File: src/rtl/core_pkg.sv
// Shared types for the writeback controller: load size encodings,
// the pending-load entry layout, queue occupancy states and the
// load-data alignment/extension helper.
package core_pkg;

  typedef enum logic [1:0] {
    LD_B  = 2'b00,
    LD_H  = 2'b01,
    LD_W  = 2'b10,
    LD_WX = 2'b11  // reserved encoding, behaves as a word load
  } ld_size_e;

  typedef struct packed {
    logic [4:0] rd;
    ld_size_e   size;
    logic       uns;
    logic [1:0] off;
  } ld_entry_t;

  typedef enum logic [1:0] {
    Q_EMPTY = 2'b00,
    Q_PART  = 2'b01,
    Q_FULL  = 2'b10
  } q_state_e;

  // Align the raw memory word to the addressed byte lane, then trim to
  // the access size and sign- or zero-extend back to 32 bits.
  function automatic logic [31:0] ld_extract(input logic [31:0] raw,
                                             input ld_size_e    size,
                                             input logic        uns,
                                             input logic [1:0]  off);
    logic [31:0] sh;
    logic [31:0] res;
    sh = raw >> {off, 3'b000};
    case (size)
      LD_B:    res = {{24{~uns & sh[7]}}, sh[7:0]};
      LD_H:    res = {{16{~uns & sh[15]}}, sh[15:0]};
      default: res = sh;
    endcase
    return res;
  endfunction

endpackage

File: src/rtl/core_ld_fifo.sv
// Pending-load queue. Holds load descriptors in issue order and exports
// every slot with its valid bit so the decoder can check for hazards.
// A push into a full queue is accepted only when a pop happens in the
// same cycle.
module core_ld_fifo
  import core_pkg::*;
#(
  parameter int DEPTH = 4
) (
  input  logic                  clk_i,
  input  logic                  rst_i,
  input  logic                  push_i,
  input  ld_entry_t             push_entry_i,
  input  logic                  pop_i,
  output ld_entry_t             head_o,
  output logic                  full_o,
  output logic                  empty_o,
  output logic [DEPTH-1:0]      valid_o,
  output ld_entry_t [DEPTH-1:0] entries_o
);

  localparam int PTR_W = $clog2(DEPTH);
  localparam int CNT_W = PTR_W + 1;

  ld_entry_t        mem_q [DEPTH];
  logic [PTR_W-1:0] wr_ptr_q, wr_ptr_d;
  logic [PTR_W-1:0] rd_ptr_q, rd_ptr_d;
  logic [CNT_W-1:0] count_q, count_d;
  q_state_e         state_q, state_d;
  logic             push_ok_s;
  logic             pop_ok_s;
  logic [PTR_W-1:0] ofs_s;

  assign full_o  = (state_q == Q_FULL);
  assign empty_o = (state_q == Q_EMPTY);
  assign head_o  = mem_q[rd_ptr_q];

  // Accept decisions plus next pointer, count and occupancy state.
  always_comb begin
    pop_ok_s  = pop_i & ~empty_o;
    push_ok_s = push_i & (~full_o | pop_ok_s);
    wr_ptr_d  = wr_ptr_q;
    rd_ptr_d  = rd_ptr_q;
    count_d   = count_q;
    state_d   = state_q;
    if (push_ok_s) begin
      wr_ptr_d = wr_ptr_q + PTR_W'(1);
    end else begin
      wr_ptr_d = wr_ptr_q;
    end
    if (pop_ok_s) begin
      rd_ptr_d = rd_ptr_q + PTR_W'(1);
    end else begin
      rd_ptr_d = rd_ptr_q;
    end
    case ({push_ok_s, pop_ok_s})
      2'b10:   count_d = count_q + CNT_W'(1);
      2'b01:   count_d = count_q - CNT_W'(1);
      default: count_d = count_q;
    endcase
    if (count_d == CNT_W'(0)) begin
      state_d = Q_EMPTY;
    end else if (count_d == CNT_W'(DEPTH)) begin
      state_d = Q_FULL;
    end else begin
      state_d = Q_PART;
    end
  end

  // Queue bookkeeping registers; reset empties the queue.
  always_ff @(posedge clk_i) begin
    if (rst_i) begin
      wr_ptr_q <= '0;
      rd_ptr_q <= '0;
      count_q  <= '0;
      state_q  <= Q_EMPTY;
    end else begin
      wr_ptr_q <= wr_ptr_d;
      rd_ptr_q <= rd_ptr_d;
      count_q  <= count_d;
      state_q  <= state_d;
    end
  end

  // Entry storage; contents are meaningless until marked valid.
  always_ff @(posedge clk_i) begin
    if (push_ok_s && !rst_i) begin
      mem_q[wr_ptr_q] <= push_entry_i;
    end
  end

  // A slot is live when its distance from the read pointer is below count.
  always_comb begin
    valid_o = '0;
    ofs_s   = '0;
    for (int i = 0; i < DEPTH; i++) begin
      ofs_s      = PTR_W'(i) - rd_ptr_q;
      valid_o[i] = ({1'b0, ofs_s} < count_q);
      entries_o[i] = mem_q[i];
    end
  end

endmodule

File: src/rtl/core_wb_ctrl.sv
// Register-file writeback controller. Arbitrates between ALU results
// and returning loads (ALU wins), aligns/extends load data, tracks
// outstanding loads for hazard detection and flags queue overflow.
module core_wb_ctrl
  import core_pkg::*;
#(
  parameter int LD_DEPTH = 4
) (
  input  logic        clk,
  input  logic        rst,
  input  logic        alu_vld,
  input  logic [4:0]  alu_rd,
  input  logic [31:0] alu_data,
  input  logic        ld_issue,
  input  logic [4:0]  ld_rd,
  input  logic [1:0]  ld_size,
  input  logic        ld_uns,
  input  logic [1:0]  ld_off,
  output logic        ld_full,
  input  logic        mem_rsp_vld,
  input  logic [31:0] mem_rsp_data,
  output logic        mem_rsp_rdy,
  input  logic [4:0]  chk_rs1,
  input  logic [4:0]  chk_rs2,
  output logic        hazard,
  output logic        wb_we,
  output logic [4:0]  wb_rd,
  output logic [31:0] wb_data,
  output logic        ld_ovf
);

  ld_entry_t                push_entry_s;
  ld_entry_t                head_s;
  logic                     ld_full_s;
  logic                     ld_empty_s;
  logic [LD_DEPTH-1:0]      ld_valid_s;
  ld_entry_t [LD_DEPTH-1:0] ld_ents_s;
  logic                     rsp_rdy_s;
  logic                     ld_pop_s;
  logic                     hazard_s;

  logic        wb_we_q, wb_we_d;
  logic [4:0]  wb_rd_q, wb_rd_d;
  logic [31:0] wb_data_q, wb_data_d;
  logic        ld_ovf_q, ld_ovf_d;

  assign push_entry_s = '{rd: ld_rd, size: ld_size_e'(ld_size), uns: ld_uns, off: ld_off};
  assign rsp_rdy_s    = ~ld_empty_s & ~alu_vld;
  assign ld_pop_s     = mem_rsp_vld & rsp_rdy_s;

  core_ld_fifo #(
    .DEPTH(LD_DEPTH)
  ) u_ld_fifo (
    .clk_i       (clk),
    .rst_i       (rst),
    .push_i      (ld_issue),
    .push_entry_i(push_entry_s),
    .pop_i       (ld_pop_s),
    .head_o      (head_s),
    .full_o      (ld_full_s),
    .empty_o     (ld_empty_s),
    .valid_o     (ld_valid_s),
    .entries_o   (ld_ents_s)
  );

  // Hazard when any live pending load targets a non-zero source register.
  always_comb begin
    hazard_s = 1'b0;
    for (int i = 0; i < LD_DEPTH; i++) begin
      if (ld_valid_s[i] && (ld_ents_s[i].rd != 5'd0) &&
          ((ld_ents_s[i].rd == chk_rs1) || (ld_ents_s[i].rd == chk_rs2))) begin
        hazard_s = 1'b1;
      end else begin
        hazard_s = hazard_s;
      end
    end
  end

  // Writeback selection (ALU first) and sticky overflow next-state.
  always_comb begin
    wb_we_d   = 1'b0;
    wb_rd_d   = wb_rd_q;
    wb_data_d = wb_data_q;
    ld_ovf_d  = ld_ovf_q | (ld_issue & ld_full_s & ~ld_pop_s);
    if (alu_vld) begin
      wb_we_d   = (alu_rd != 5'd0);
      wb_rd_d   = alu_rd;
      wb_data_d = alu_data;
    end else if (ld_pop_s) begin
      wb_we_d   = (head_s.rd != 5'd0);
      wb_rd_d   = head_s.rd;
      wb_data_d = ld_extract(mem_rsp_data, head_s.size, head_s.uns, head_s.off);
    end else begin
      wb_we_d   = 1'b0;
    end
  end

  // Writeback port and overflow flag registers.
  always_ff @(posedge clk) begin
    if (rst) begin
      wb_we_q   <= 1'b0;
      wb_rd_q   <= 5'd0;
      wb_data_q <= 32'd0;
      ld_ovf_q  <= 1'b0;
    end else begin
      wb_we_q   <= wb_we_d;
      wb_rd_q   <= wb_rd_d;
      wb_data_q <= wb_data_d;
      ld_ovf_q  <= ld_ovf_d;
    end
  end

  assign ld_full     = ld_full_s;
  assign mem_rsp_rdy = rsp_rdy_s;
  assign hazard      = hazard_s;
  assign wb_we       = wb_we_q;
  assign wb_rd       = wb_rd_q;
  assign wb_data     = wb_data_q;
  assign ld_ovf      = ld_ovf_q;

endmodule

File: config.mk
export PLATFORM = sky130hd
export DESIGN_NAME = core_wb_ctrl
export DESIGN_NICKNAME = d
export VERILOG_FILES = /design/src/rtl/core_pkg.sv /design/src/rtl/core_ld_fifo.sv /design/src/rtl/core_wb_ctrl.sv
export SDC_FILE = /design/constraint.sdc
export NUM_CORES = 1
export LEC_CHECK = 0
export ABC_AREA = 1
export ABC_CLOCK_PERIOD_IN_PS = 2300
export CORE_MARGIN = 1
export CORE_UTILIZATION = 45
export CTS_CLUSTER_DIAMETER = 200
export DETAILED_ROUTE_END_ITERATION = 10
export PLACE_DENSITY = 0.71
export SLEW_MARGIN = 20
export SYNTH_ARGS = -nofsm -noshare
export SYNTH_HDL_FRONTEND = slang
export SYNTH_SLANG_ARGS = --single-unit
File: constraint.sdc
create_clock -name clk -period 2.3 [get_ports clk]
set_clock_uncertainty 0.05 [all_clocks]
set_input_delay 0.575 -clock clk [delete_from_list [all_inputs] [get_ports clk]]
set_output_delay 0.575 -clock clk [all_outputs]
set_load 0.005 [all_outputs]
## Yosys cells after proc, flatten, opt, wreduce, memory -nomap -nowiden

Memories as Yosys holds them, arrays and structs flattened. A register that Yosys moved wholly into a read port is not among the register bits.
Index checks and enable logic that the tools add are counted.

| word-level totals | value |
|---|---|
| input bits | 94 |
| logic and storage cells | 92 |
| memory bits (writable) | 40 |
| memories kept | 1 |
| output and inout bits | 42 |
| bits in registers | 48 |

Memory list:

| name | depth | width | rd ports | clocked after memory_dff | wr ports | RTL line | RTL |
|---|---|---|---|---|---|---|---|
| u_ld_fifo.mem_q | 4 | 10 | 5 | 1 | 1 | core_ld_fifo.sv:25 | `ld_entry_t mem_q [DEPTH];` |

| cells by class | value |
|---|---|
| add/subtract/negate cells | 8 |
| shift-type cells | 1 |
| reduce and logical (&&, ||, !) cells | 25 |
| bitwise operators | 15 |
| muxes and demuxes | 17 |
| $lt $le $gt $ge | 4 |
| equal/unequal tests | 13 |

Operators with widths:

| cell | count |
|---|---|
| $mux 32 | 2 |
| $pmux 32 s2 | 1 |
| $eq 5x5->1 | 8 |
| $shr 32x5->32 | 1 |
| $reduce_bool 5->1 | 6 |
| $lt 2x3->1 | 4 |
| $mux 5 | 2 |
| $logic_and 1x1->1 | 9 |
| $and 1x1->1 | 8 |
| $mux 1 | 8 |
| $mux 2 | 3 |
| $pmux 3 s2 | 1 |
| $not 1->1 | 5 |
| $add 2x1->2 const B | 2 |
| $eq 2x1->1 const B | 2 |
| $eq 2x2->1 const B | 2 |
| $logic_not 2->1 | 2 |
| $logic_or 1x1->1 | 4 |
| $sub 1x2->2 const A | 2 |
| $sub 2x2->2 const A | 2 |
| $add 3x1->3 const B | 1 |
| $eq 3x3->1 const B | 1 |
| $logic_not 3->1 | 1 |
| $sub 3x1->3 const B | 1 |
| 4 further kinds | 5 |

## Longest topological paths before layout

Gate-level depths: netlist of run 1.

| logic depth | value |
|---|---|
| word-level depth | 11 |
| gate-level depth with buffers | 14 |
| gate-level depth less buffers | 12 |

## Hierarchy

A second synthesis of run 1 with hierarchy kept.

| second synthesis, totals | value |
|---|---|
| cells, all modules | 765 |
| area, all modules | 5362.6 sq um |

By module, submodules not included:

| module | sequential area each (sq um) | times used | cells each | area an instance (sq um) |
|---|---|---|---|---|
| core_wb_ctrl | 780.7 | 1 | 574 | 3201.8 |
| core_ld_fifo | 1421.4 | 1 | 191 | 2160.8 |

## Worst setup path before layout of run 1

No wires, ideal clock.

| path | value |
|---|---|
| kind | input to register |
| start point | in alu_vld |
| end point | mem u_ld_fifo.mem_q[0][0] in the netlist's numbering (enable) |
| buffers on the path | 0 |
| slack | 0.199 ns |
| library setup time | 0.376 ns |
| arrival time | 1.674 ns |
| stages | 7 |
| required time | 1.874 ns |
| cells stage by stage | nor2_1 -> nand2_1 -> nand2_1 -> inv_1 -> nor2_2 -> nand2_1 -> nor2_1 |

| on the way | value |
|---|---|
| longest elaborated chain between the ends | 9 |

Ends and longest elaborated chain:

| what | RTL line | RTL |
|---|---|---|
| start: declaration | core_wb_ctrl.sv:11 | `input logic alu_vld,` |
| $not 1->1 | core_wb_ctrl.sv:48 | `assign rsp_rdy_s = ~ld_empty_s & ~alu_vld;` |
| $and 1x1->1 | core_wb_ctrl.sv:48 |  |
| $and 1x1->1 | core_wb_ctrl.sv:49 | `assign ld_pop_s = mem_rsp_vld & rsp_rdy_s;` |
| $and 1x1->1 | core_ld_fifo.sv:40 | `pop_ok_s = pop_i & ~empty_o;` |
| $or 1x1->1 | core_ld_fifo.sv:41 | `push_ok_s = push_i & (~full_o \| pop_ok_s);` |
| $and 1x1->1 | core_ld_fifo.sv:41 |  |
| $logic_and 1x1->1 | core_ld_fifo.sv:87 | `if (push_ok_s && !rst_i) begin` |
| $mux 1 | core_ld_fifo.sv:87 |  |
| $mux 1 (implied by the code) | core_ld_fifo.sv:88 | `mem_q[wr_ptr_q] <= push_entry_i;` |
| end: declaration | core_ld_fifo.sv:25 |  |

Every way passes these cells.

## Worst setup path in the final report of run 1

| path | value |
|---|---|
| start point | reg u_ld_fifo.rd_ptr_q[1] |
| end point | out hazard |

| on the way | value |
|---|---|
| longest elaborated chain between the ends | 8 |
| elaborated cells on any way between the ends | 20 |
| those cells by class | add/sub: 4; order compare: 4; mux: 4; reduce/logical: 8 |

Ends and longest elaborated chain:

| what | RTL line | RTL |
|---|---|---|
| start: declaration | core_ld_fifo.sv:27 | `logic [PTR_W-1:0] rd_ptr_q, rd_ptr_d;` |
| start signal: assignment | core_ld_fifo.sv:79 | `rd_ptr_q <= rd_ptr_d;` |
| $sub 1x2->2 | core_ld_fifo.sv:97 | `ofs_s = PTR_W'(i) - rd_ptr_q;` |
| $lt 2x3->1 | core_ld_fifo.sv:98 | `valid_o[i] = ({1'b0, ofs_s} < count_q);` |
| $logic_and 1x1->1 (2 in series) | core_wb_ctrl.sv:70 | `if (ld_valid_s[i] && (ld_ents_s[i].rd != 5'd0) &&` |
| $mux 1 (3 in series) | core_wb_ctrl.sv:70 |  |
| $mux 1 * | core_wb_ctrl.sv:70 |  |
| end: declaration | core_wb_ctrl.sv:25 | `output logic hazard,` |

Every way passes the cells marked *; elsewhere a longest branch is shown, timed or not.

==> metrics, run 1 <==
YS warnings 0; routed len/inst 17.3 um; Tot Pwr 0.00471 W; I/O pins 136; vias in the first global route 5421; Hold Crit Class reg2reg; CTS tree yes; sequential area share after synthesis 40.0%; Detailed Route Iter0 Violations 436; first-pass GRT wire length 27600 um; Clk Latency, worst-skew pair 340 ps; initial antenna violation count 1; core area 12000 um2; crit start category register; Area growth syn-to-layout 38.5%; Distinct cells, synth 38; crit path max fanout 3; Worst Path Required 1670 ps; drt total wl 18100 um; failing checks setup timing; setup ws final -159 ps; Worst EP arrival 1830 ps; hpwl dp 14000 um; die area 12700 um2; final setup fails 1; Hold-fix buffers, CTS 0; fin area 7630 um2; vias 5587; placed cell area 7260 um2; Setup crit end kind primary output; Post-Synthesis Cells 728; run status finished with violations; Final Net Count 998; Pwr Density 617 nW/um2; Fillers 1094; Worst-path clk slew 70 ps; routability cong. 0.885; fin crit period 2460 ps; Max Clock Freq 407 MHz; GRT Residual Overflow 0; FF+latch count, synth 90; relative max-transition margin 63.7%; vias per cell 5.33; Hold Violations, Final 0; commonest non-fill, non-tap cell in the layout nand2_1; largest net degree at the start of global routing 42; clk root buf clkbuf_16; residual DRC count 0; DRT antenna net count 0; fraction of final layout cells sized beyond drive strength 1 16.0%; Starting Density 46.1%; critical path class reg2out; Max-Cap Viols 0; Worst Tran Pin Value 542 ps; syn nets 831; Total GRT Usage 28.6%; # port buffers 135; RSZ-0062 raised after global routing true; Max Slew Vio Count 0; synthesized area 5510 um2; drt pass-1 iters 7; Post-Route Utilization 63.8%; clock tree sinks 90; VDD IR max 0.000510 V; Final period util 107%; row count 40; H-Tree Depth 3; die height 113 um; most frequent cells in the layout nand2_1, clkdlybuf4s50_1, nor2_1, nand3_1; syn_area_per_cell 7.57 um2; CTS buffer count 9; Leakage 3.24 nW; die width 113 um; clk buf depth 2
-- synth_stat cells, drive strengths merged --
library cell / n / area share [%]
a21oi: 71 / 7.4
a221oi: 1 / 0.16
a31oi: 3 / 0.34
buf: 21 / 3.0
clkbuf: 16 / 1.2
clkinv: 1 / 0.068
dfxtp: 50 / 18
edfxtp: 40 / 22
fa: 1 / 0.36
ha: 8 / 1.8
inv: 49 / 3.4
nand2: 193 / 14
nand3: 96 / 11
nand4: 3 / 0.34
nor2: 90 / 6.4
nor3: 9 / 0.82
nor4: 1 / 0.11
o211ai: 7 / 0.95
o21a: 1 / 0.14
o21ai: 35 / 3.2
o221ai: 1 / 0.16
or2: 2 / 0.23
xnor2: 12 / 1.9
xor2: 17 / 2.7
-- power breakdown --
group | leakage (nW) | internal [W] | switching, W
Sequential | 0.778 | 0.00178 | 0.0000723
Combinational | 2.32 | 0.000629 | 0.000763
Clock | 0.145 | 0.000859 | 0.000608
-- cell type report --
cell class	count	area (um2)	area share [%]
sequential	90	2210	28.9
clock buffer	12	240	3.15
timing repair buffer	192	1800	23.5
multi-input combinational	552	2960	38.8
clock inverter	4	51.3	0.672
inverter	50	190	2.49
tap	147	184	2.41
antenna	1	2.50	0.0328
-- metal layers --
metal  part of all wire, %  global-route usage [%]  up-vias
li1                      -                       -     2747
met1                    42                    34.3     2590
met2                    50                    51.3      213
met3                   5.2                    4.70       37
met4                   3.0                    10.9        0
met5                     0                       0        -
-- what timing repair did --
action,CTS,global route
setup endpoints to repair,2,18
gates cloned,0,1
buffers inserted,0,1
pin swaps,7,7
gates resized for setup,18,12
-- stage by stage --
step                setup TNS [ps]  hold WS, ps  std cells  worst slack, ps
detailed placement          -10480          414       1029             -732
finish                        -159          426       1048             -159
CTS                           -199          425       1045             -199
global route                  -274          437       1048             -274
floorplan                        0          410        728              199
global placement             -8550          401       1029             -707
-- state kept, by name (all words and copies together), names as in the netlist, named ones only --
signal,cells
wb_data,32
u_ld_fifo.rd_ptr_q,2
wb_rd,5
u_ld_fifo.state_q,2
u_ld_fifo.wr_ptr_q,2
wb_we,1
ld_ovf,1
u_ld_fifo.count_q,3
u_ld_fifo.mem_q,40
-- logic make-up after synthesis --
kind of cell	count (synthesis)	share of synthesized area, %
and+or+nand+nor	394	33.3
AOI/OAI and AO/OA	119	12.3
DFF	90	40.0
buffers and inverters	87	7.58
xor gates and xnor gates	29	4.61
adders and majority gates	9	2.18
-- critical path, cell delays in order, from the launching register on --
cell	delay, ps
dfxtp_4	360
xor2_2	170
ha_1	300
a21oi_2	120
nor2_1	70
a21oi_1	160
nand2_1	90
nand4_1	100
buf_2	120
-- worst paths after layout --
| kind | start | endpoint | slack (ps) | cells after the start |
|---|---|---|---|---|
| worst min register to register | wb_data[15] | wb_data[15] | 430 | 2 |
| worst min-delay path | wb_data[15] | wb_data[15] | 430 | 2 |
| worst max register to register | register | wb_data[18] | 240 | 10 |
| worst max-delay path | u_ld_fifo.rd_ptr_q[1] | hazard | -160 | 8 |
(Power assumes the default switching activity.)
==> inputs of run 2 (changes only) <==
CAP_MARGIN = 20   (was not set)
==> results of run 2 <==
The final DEF is identical to that of run 1; final timing and power are the same.
